`src/rtl/shift_ctrl_pkg.sv`:
```
// Shared types for the shift-register sequencer: register select codes, FSM states, bit order.
package shift_ctrl_pkg;

    typedef enum logic [1:0] {
        SR_HOLD = 2'b00,
        SR_SHL  = 2'b01,
        SR_SHR  = 2'b10,
        SR_LOAD = 2'b11
    } sr_sel_e;

    typedef enum logic [1:0] {
        ST_IDLE,
        ST_SHIFT,
        ST_PARITY,
        ST_RESP
    } state_e;

    typedef enum logic {
        DIR_MSB_FIRST = 1'b0,
        DIR_LSB_FIRST = 1'b1
    } dir_e;

endpackage

```
`src/rtl/univ_shift_reg.sv`:
```
// WIDTH-bit universal shift register: hold, shift-left, shift-right, or parallel load.
module univ_shift_reg
    import shift_ctrl_pkg::*;
#(
    parameter int WIDTH = 4
) (
    input  logic             clk,
    input  logic             rst_b,
    input  sr_sel_e          sel,
    input  logic             msb_in,
    input  logic             lsb_in,
    input  logic [WIDTH-1:0] par_in,
    output logic [WIDTH-1:0] q
);

    logic [WIDTH-1:0] q_q;
    logic [WIDTH-1:0] shl_v;
    logic [WIDTH-1:0] shr_v;

    // A one-bit register has no neighbours; both shifts degenerate to taking the serial input.
    if (WIDTH == 1) begin : g_w1
        assign shl_v = lsb_in;
        assign shr_v = msb_in;
    end else begin : g_wn
        assign shl_v = {q_q[WIDTH-2:0], lsb_in};
        assign shr_v = {msb_in, q_q[WIDTH-1:1]};
    end

    // NOTE: sequential state uses non-blocking assignments so every register samples pre-edge values.
    always_ff @(posedge clk or negedge rst_b) begin
        if (!rst_b) begin
            q_q <= '0;
        end else begin
            unique case (sel)
                SR_HOLD: q_q <= q_q;
                SR_SHL:  q_q <= shl_v;
                SR_SHR:  q_q <= shr_v;
                SR_LOAD: q_q <= par_in;
            endcase
        end
    end

    assign q = q_q;

endmodule

```
`src/rtl/shift_seq_ctrl.sv`:
```
// Word-to-serial full-duplex sequencer around univ_shift_reg.
// Define SHIFT_PARITY_EN to append an even-parity bit and report receive parity errors on rsp_err.
module shift_seq_ctrl
    import shift_ctrl_pkg::*;
#(
    parameter int WIDTH = 4,
    parameter int CNT_W = $clog2(WIDTH + 1)
) (
    input  logic             clk,
    input  logic             rst_b,
    input  logic             cmd_valid,
    output logic             cmd_ready,
    input  logic             cmd_dir,
    input  logic [WIDTH-1:0] cmd_data,
    input  logic             ser_in,
    output logic             ser_out,
    output logic             ser_valid,
    output logic             rsp_valid,
    input  logic             rsp_ready,
    output logic [WIDTH-1:0] rsp_data,
    output logic             rsp_err,
    output logic             busy
);

    state_e           state_q;
    logic [CNT_W-1:0] cnt_q;
    dir_e             dir_q;
    logic [WIDTH-1:0] q;
    sr_sel_e          sel;
    logic             msb_in;
    logic             lsb_in;
    logic             last_bit;

`ifdef SHIFT_PARITY_EN
    logic tx_par_q;
    logic rx_par_q;
`endif

    univ_shift_reg #(.WIDTH(WIDTH)) u_sr (
        .clk    (clk),
        .rst_b  (rst_b),
        .sel    (sel),
        .msb_in (msb_in),
        .lsb_in (lsb_in),
        .par_in (cmd_data),
        .q      (q)
    );

    assign last_bit = (cnt_q == CNT_W'(WIDTH - 1));

    // NOTE: every always_comb output gets a default first so no path can infer a latch.
    always_comb begin
        sel    = SR_HOLD;
        msb_in = 1'b0;
        lsb_in = 1'b0;
        case (state_q)
            ST_IDLE: if (cmd_valid) sel = SR_LOAD;
            ST_SHIFT: begin
                if (dir_q == DIR_MSB_FIRST) begin
                    sel    = SR_SHL;
                    lsb_in = ser_in;
                end else begin
                    sel    = SR_SHR;
                    msb_in = ser_in;
                end
            end
            default: ;
        endcase
    end

    always_ff @(posedge clk or negedge rst_b) begin
        if (!rst_b) begin
            state_q  <= ST_IDLE;
            cnt_q    <= '0;
            dir_q    <= DIR_MSB_FIRST;
`ifdef SHIFT_PARITY_EN
            tx_par_q <= 1'b0;
            rx_par_q <= 1'b0;
`endif
        end else begin
            case (state_q)
                ST_IDLE: begin
                    if (cmd_valid) begin
                        dir_q    <= dir_e'(cmd_dir);
                        cnt_q    <= '0;
`ifdef SHIFT_PARITY_EN
                        tx_par_q <= ^cmd_data;
`endif
                        state_q  <= ST_SHIFT;
                    end
                end
                ST_SHIFT: begin
                    cnt_q <= cnt_q + CNT_W'(1);
                    if (last_bit) begin
`ifdef SHIFT_PARITY_EN
                        state_q <= ST_PARITY;
`else
                        state_q <= ST_RESP;
`endif
                    end
                end
                ST_PARITY: begin
`ifdef SHIFT_PARITY_EN
                    rx_par_q <= ser_in;
`endif
                    state_q  <= ST_RESP;
                end
                ST_RESP: begin
                    if (rsp_ready) state_q <= ST_IDLE;
                end
                default: state_q <= ST_IDLE;
            endcase
        end
    end

    // All outputs decode registered state, so nothing combinational reaches the serial pins.
    assign cmd_ready = (state_q == ST_IDLE);
    assign busy      = (state_q != ST_IDLE);
    assign rsp_valid = (state_q == ST_RESP);
    assign rsp_data  = rsp_valid ? q : '0;

`ifdef SHIFT_PARITY_EN
    assign ser_valid = (state_q == ST_SHIFT) || (state_q == ST_PARITY);
    assign ser_out   = (state_q == ST_SHIFT)
                       ? ((dir_q == DIR_LSB_FIRST) ? q[0] : q[WIDTH-1])
                       : ((state_q == ST_PARITY) & tx_par_q);
    assign rsp_err   = rsp_valid & (rx_par_q ^ (^q));
`else
    assign ser_valid = (state_q == ST_SHIFT);
    assign ser_out   = (state_q == ST_SHIFT)
                       & ((dir_q == DIR_LSB_FIRST) ? q[0] : q[WIDTH-1]);
    assign rsp_err   = 1'b0;
`endif

endmodule

```
`config.mk`:
```
export PLATFORM = sky130hd
export DESIGN_NAME = shift_seq_ctrl
export DESIGN_NICKNAME = d
export VERILOG_FILES = /design/src/rtl/shift_ctrl_pkg.sv /design/src/rtl/univ_shift_reg.sv /design/src/rtl/shift_seq_ctrl.sv
export SDC_FILE = /design/constraint.sdc
export NUM_CORES = 1
export LEC_CHECK = 0
export BUFFER_PORTS_ARGS = -buffer_cell sky130_fd_sc_hd__buf_4
export CAP_MARGIN = 20
export CELL_PAD_IN_SITES_DETAIL_PLACEMENT = 1
export CELL_PAD_IN_SITES_GLOBAL_PLACEMENT = 1
export CORE_MARGIN = 10
export CORE_UTILIZATION = 37
export DETAILED_ROUTE_END_ITERATION = 6
export PLACE_DENSITY_LB_ADDON = 0.1
export SLEW_MARGIN = 20
export SYNTH_ARGS = -nofsm -noshare
export SYNTH_HDL_FRONTEND = slang
export SYNTH_SLANG_ARGS = --single-unit
export TNS_END_PERCENT = 10
```
`constraint.sdc`:
```
create_clock -name clk -period 1.7 [get_ports clk]
set_input_delay 0.17 -clock clk [delete_from_list [all_inputs] [get_ports clk]]
set_output_delay 0.17 -clock clk [all_outputs]
set_load 0.02 [all_outputs]
```
Yosys cells after proc, flatten, opt, wreduce, memory -nomap -nowiden
Index checks and enable logic that the tools add are counted.

Bits in registers: 10. Bits of input ports: 10. Output and inout bits: 10. Word-level logic and storage cells: 39.

Add/sub/neg operators: 1. Equal/unequal tests: 10. Mux-type cells: 16. Bitwise logic cells: 1. Reduce and logical (&&, ||, !) cells: 7.

Operator list (count): case mux 4 bit (3 select lines) (1); two-way mux 2 bit (5); == test 2 bit (second input constant) (4); case mux 2 bit (4 select lines) (1); case mux 3 bit (2 select lines) (1); two-way mux 1 bit (5); == test 2 x 1 -> 1 bit (second input constant) (2); zero test 2 bit (2); two-way mux 4 bit (1); inequality test 2 x 1 -> 1 bit (second input constant) (2); case mux 2 bit (2 select lines) (1); AND reduction 2 bit (2); nonzero test 2 bit (2); adder 3 x 1 -> 3 bit (second input constant) (1); == test 3 x 2 -> 1 bit (second input constant) (1); two-way mux 3 bit (1); AND reduction 3 bit (1); inequality test 2 bit (second input constant) (1); bitwise AND 1 bit (1).

Logic depth before layout (Yosys ltp)
Depth after elaboration: 4. Mapped depth: 5. Mapped depth without buffers: 5.

Hierarchy
Synthesis repeated with hierarchy kept, for this count alone.

Cells, all modules: 56. Area, all modules: 653.1 sq um.

By module, submodules not included: shift_seq_ctrl (instances 1, cells an instance 48, area an instance 447.9 sq um, sequential area each 150.1 sq um); univ_shift_reg (instances 1, cells an instance 8, area an instance 205.2 sq um, sequential area each 100.1 sq um).

Least setup slack after synthesis
Ideal clock, no wire load.

Kind: register to register. Start point: register state_q[1]. End point: register state_q[1]. Setup time: 0.125 ns. Arrival: 1.456 ns. Required time: 1.575 ns. Path slack: 0.119 ns. Cell stages (with the launch flop): 6. Buffers on the path: 0. Period minus slack after synthesis: 1.581 ns. Cells stage by stage: dfrtp_1 > inv_1 > ha_1 > inv_2 > o221ai_2 > mux2_4.

Longest elaborated chain between the ends: 3. Elaborated cells on any way between the ends: 9. Classes of those cells: 6 x eq/ne; 1 x mux; 2 x reduce/logical.

Ends and longest elaborated chain: start: declaration (line shift_seq_ctrl.sv:25) `state_e state_q;`; start signal: assignment (line shift_seq_ctrl.sv:73) `state_q <= ST_IDLE;`; start signal: assignment (line shift_seq_ctrl.sv:89) `state_q <= ST_SHIFT;`; start signal: assignment (line shift_seq_ctrl.sv:98) `state_q <= ST_RESP;`; == test 2 x 1 -> 1 bit (*); named net ser_valid (line shift_seq_ctrl.sv:17) `output logic ser_valid,`; inequality test 2 x 1 -> 1 bit (no line); AND reduction 3 bit (no line).

The timed path passes the listed nets; every way through them passes the cells marked *. A chain may end at the register's enable or synchronous reset.

Worst setup path after layout
Start point: register state_q[0]. End point: register u_sr.q_q[1] (netlist: u_sr.q[1]).

Longest elaborated chain between the ends: 4. Elaborated cells on any way between the ends: 8. Classes of those cells: 4 x eq/ne; 2 x mux; 2 x reduce/logical.

Ends and longest elaborated chain: == test 2 x 1 -> 1 bit or zero test 2 bit (tied branches) (line shift_seq_ctrl.sv:56) `case (state_q)`; case mux 2 bit (2 select lines) (*) (line shift_seq_ctrl.sv:56); == test 2 bit or == test 2 x 1 -> 1 bit (tied branches) (line univ_shift_reg.sv:34) `unique case (sel)`; case mux 4 bit (3 select lines) (line univ_shift_reg.sv:34); end signal: assignment (line univ_shift_reg.sv:35) `SR_HOLD: q_q <= q_q;`; end signal: assignment (line univ_shift_reg.sv:36) `SR_SHL: q_q <= shl_v;`; end signal: assignment (line univ_shift_reg.sv:37) `SR_SHR: q_q <= shr_v;`; end: declaration (line univ_shift_reg.sv:16) `logic [WIDTH-1:0] q_q;`.

Every way passes the cells marked *; elsewhere a longest branch is shown, timed or not.

==> run metrics <==
clock-pin slew of the registers on the worst-case setup and hold paths=roughly 0.07 ns; internal power=0.001002 W; Die Ht=~63 um; die width=between 60 and 70 um; global-route wire length before repair=~3.3 mm; # nets final=110; routed wire length=~1.9 mm; Area Overhead vs Synth=29.04%; initial core utilization=between 30% and 40%; multi-input logic area=between 300 and 400 um2; Comb power frac=roughly 62%; die area=0.003990 mm2; CP Max Fanout=8; DRC viols=0; CP Class=reg -> reg; largest net degree at the start of global routing=16; Overflow after GRT=0; DP Cell Count=between 100 and 150; Startpoint Class=flop; DR vias=about 600; switch share=45.29%; Clock Tree Buf Depth=2; H-tree levels=1; HP Class=in -> reg; Worst Setup End Kind=flop; syn_nets=88; RSZ-0062 raised after global routing=false; Worst-Skew Late Latency=between 0.2 and 0.3 ns; Netlist cell types=29; Yosys reg bits=10; register area=250.2 um2; mean post-synth cell area=between 9 and 10 um2; final worst path period need=between 1.5 and 2 ns; core area=~0.0017 mm2; CTS tree=built; Root Buffer=clkbuf_4; critical path, cell by cell=inv_1 -> ha_1 -> and3_4 -> or2_1 -> a41oi_1; Final Util=50.97%; proportion of layout cells with a drive suffix above 1=31.18%; Synth Instances=72; Hold Worst Slack=~0.13 ns; Worst setup startpoint=state_q[0]; All-Layer GR Usage=10.13%; antenna violations before repair=0; Final ANT Viol Nets=0; I/O Buffers=18; Critical Path AT=approximately 1.7 ns; Num CTS Buffers=3; Worst R2R Start=state_q[0]; register area share after synthesis=around 36%; ANT cells=0; vias per cell=around 5.2; Setup Viol. Count Final=0; DRT Pass-1 Iters=4; Seq pwr share=25.7%; Fmax=between 600 and 700 MHz; Critical Path Slowest Stage Cell=dfrtp_1; CP required=about 1.8 ns; vias in the first global route=approximately 700; Switch Pwr=between 0.0008 and 0.0009 W; Crit path largest cell delay=a little over 0.4 ns; clock power share=around 12%; pwr dens=between 2000 and 2500 mW/mm2; Routed WL per cell=around 16 um; maxcap violations=0; RD Place Congestion=0.7924; period utilization=90.13%; DRT iter0 DRCs=18; Final Slew Violations=0; mapped cell area=~700 um2; fill count=roughly 220; Yosys warning count=0; VDD IR max=between 0.0007 and 0.0008 V; Fin. Hold Viols=0; Leak Pwr=~0.43 nW; setup TNS=0 ns; post-DP HPWL=between 1 and 1.5 mm; Hold Crit Start=cmd_dir; cts repair resizes=0; clock skew=between 0.003 and 0.004 ns; CTS Sinks=10; status=finished, final reports clean; # rows=15; final std cells w/o fill=between 100 and 150; # IOs=20
-- per-layer routing --
metal / up-vias / share of wire (%) / wire, um / GRT usage [%]
li1: 302 / - / - / -
met1: 287 / 41 / 773 / 10.20
met2: 21 / 51 / 966 / 17.89
met3: 4 / 7.2 / 138 / 5.300
met4: 0 / 1.4 / 27 / 2.514
met5: - / 0 / 0 / 0
-- per-stage QoR --
| stage | total power, W | cell area [um2] | worst slack, ns |
|---|---|---|---|
| CTS | 0.001854 | 889.6 | 0.1656 |
| floorplan | 0.001248 | 689.4 | 0.1186 |
| global placement | 0.001590 | 843.3 | 0.1686 |
| finish | 0.001831 | 889.6 | 0.1679 |
| global route | 0.001981 | 889.6 | 0.02677 |
| detailed placement | 0.001625 | 843.3 | 0.1770 |
-- power by group through the flow --
| stage | Combinational [W] | Sequential [W] | Clock (W) |
|---|---|---|---|
| after floorplan | 0.000825 | 0.000422 | 0 |
| after global placement | 0.00112 | 0.000473 | 0 |
| after detailed placement | 0.00115 | 0.000476 | 0 |
| after CTS | 0.00116 | 0.000470 | 0.000227 |
| after global routing | 0.00125 | 0.000490 | 0.000243 |
| final | 0.00114 | 0.000471 | 0.000222 |
-- final timing paths --
path | to | slack, ns | depth (start not counted)
hold reg to reg | cnt_q[1] | 0.51 | 1
setup / recovery | u_sr.q[1] | 0.17 | 5
hold / removal | dir_q | 0.13 | 2
setup reg to reg | u_sr.q[1] | 0.17 | 5
min in group asynchronous | dir_q | 0.26 | 2
max in group asynchronous | cnt_q[1] | 1.29 | 2
-- cell usage after synthesis --
| cell type | instances | area share [%] |
|---|---|---|
| or2_1 | 1 | 0.91 |
| nor2_1 | 2 | 1.1 |
| o221ai_2 | 1 | 2.2 |
| buf_4 | 2 | 2.2 |
| inv_1 | 5 | 2.7 |
| dfrtp_1 | 10 | 36 |
| o21ai_0 | 5 | 3.6 |
| nand4_1 | 3 | 2.7 |
| mux2i_1 | 3 | 4.4 |
| and3_4 | 1 | 1.6 |
| a32o_1 | 1 | 1.5 |
| buf_2 | 1 | 0.73 |
| and2b_1 | 1 | 1.1 |
| and3_1 | 1 | 0.91 |
| a41oi_1 | 3 | 3.8 |
| nand2_1 | 4 | 2.2 |
| nor2b_1 | 1 | 0.91 |
| conb_1 | 1 | 0.54 |
| nor3_1 | 7 | 5.1 |
| nand2b_2 | 1 | 1.3 |
| inv_2 | 1 | 0.54 |
| a21oi_1 | 1 | 0.73 |
| mux2_4 | 1 | 2.2 |
| ha_1 | 6 | 11 |
| o211a_1 | 1 | 1.5 |
| a21o_1 | 1 | 1.1 |
| mux2_2 | 1 | 1.6 |
| and2_1 | 4 | 3.6 |
| a22oi_1 | 2 | 2.2 |
-- area by class of cell --
type                            count  area share (%)
Multi-Input combinational cell     53           44.59
Sequential cell                    10           28.13
Tap cell                           25           3.516
Clock buffer                        4           4.079
Timing Repair Buffer               20           17.16
Inverter                            6           2.532
-- sequential cells by signal, indices dropped and copies added, names as in the netlist --
name	flops
cnt_q	3
u_sr.q	4
state_q	2
dir_q	1
-- cell usage in the layout (no fill, tap or decap), types with 2 or more instances in the layout --
master	Yosys	final
mux2i_1	3	3
clkbuf_4	0	3
nand4_1	3	3
ha_1	6	6
nor2_1	2	2
and2_1	4	4
a22oi_1	2	2
o21ai_0	5	5
nor3_1	7	7
inv_1	5	5
buf_4	2	19
a41oi_1	3	3
dfrtp_1	10	10
nand2_1	4	4
-- kinds of logic (layout without fill, tap and decap cells) --
family,Yosys count,count (layout),share of synthesized area (%)
multiplexers,5,5,8.166
AND/OR/NAND/NOR,26,26,21.42
AO/OA/AOI/OAI,15,15,16.51
flip-flops,10,10,36.30
adder cells (fa/ha/maj),6,6,10.89
buffers and inverters,9,30,6.169
other,1,1,0.5439
-- critical path, delay by kind of cell, from the launching register on --
kind / cells / cell delay [ns]
flops: 1 / 0.41
fa+ha+maj: 1 / 0.33
compound gates: 1 / 0.11
buf+inv: 1 / 0.12
simple gates: 2 / 0.44
-- what timing repair did --
item	4_1_cts	5_1_grt
hold endpoints to repair	10	0
hold buffers	1	0
buffers inserted	0	0
Power figures use the tool's default switching activity.
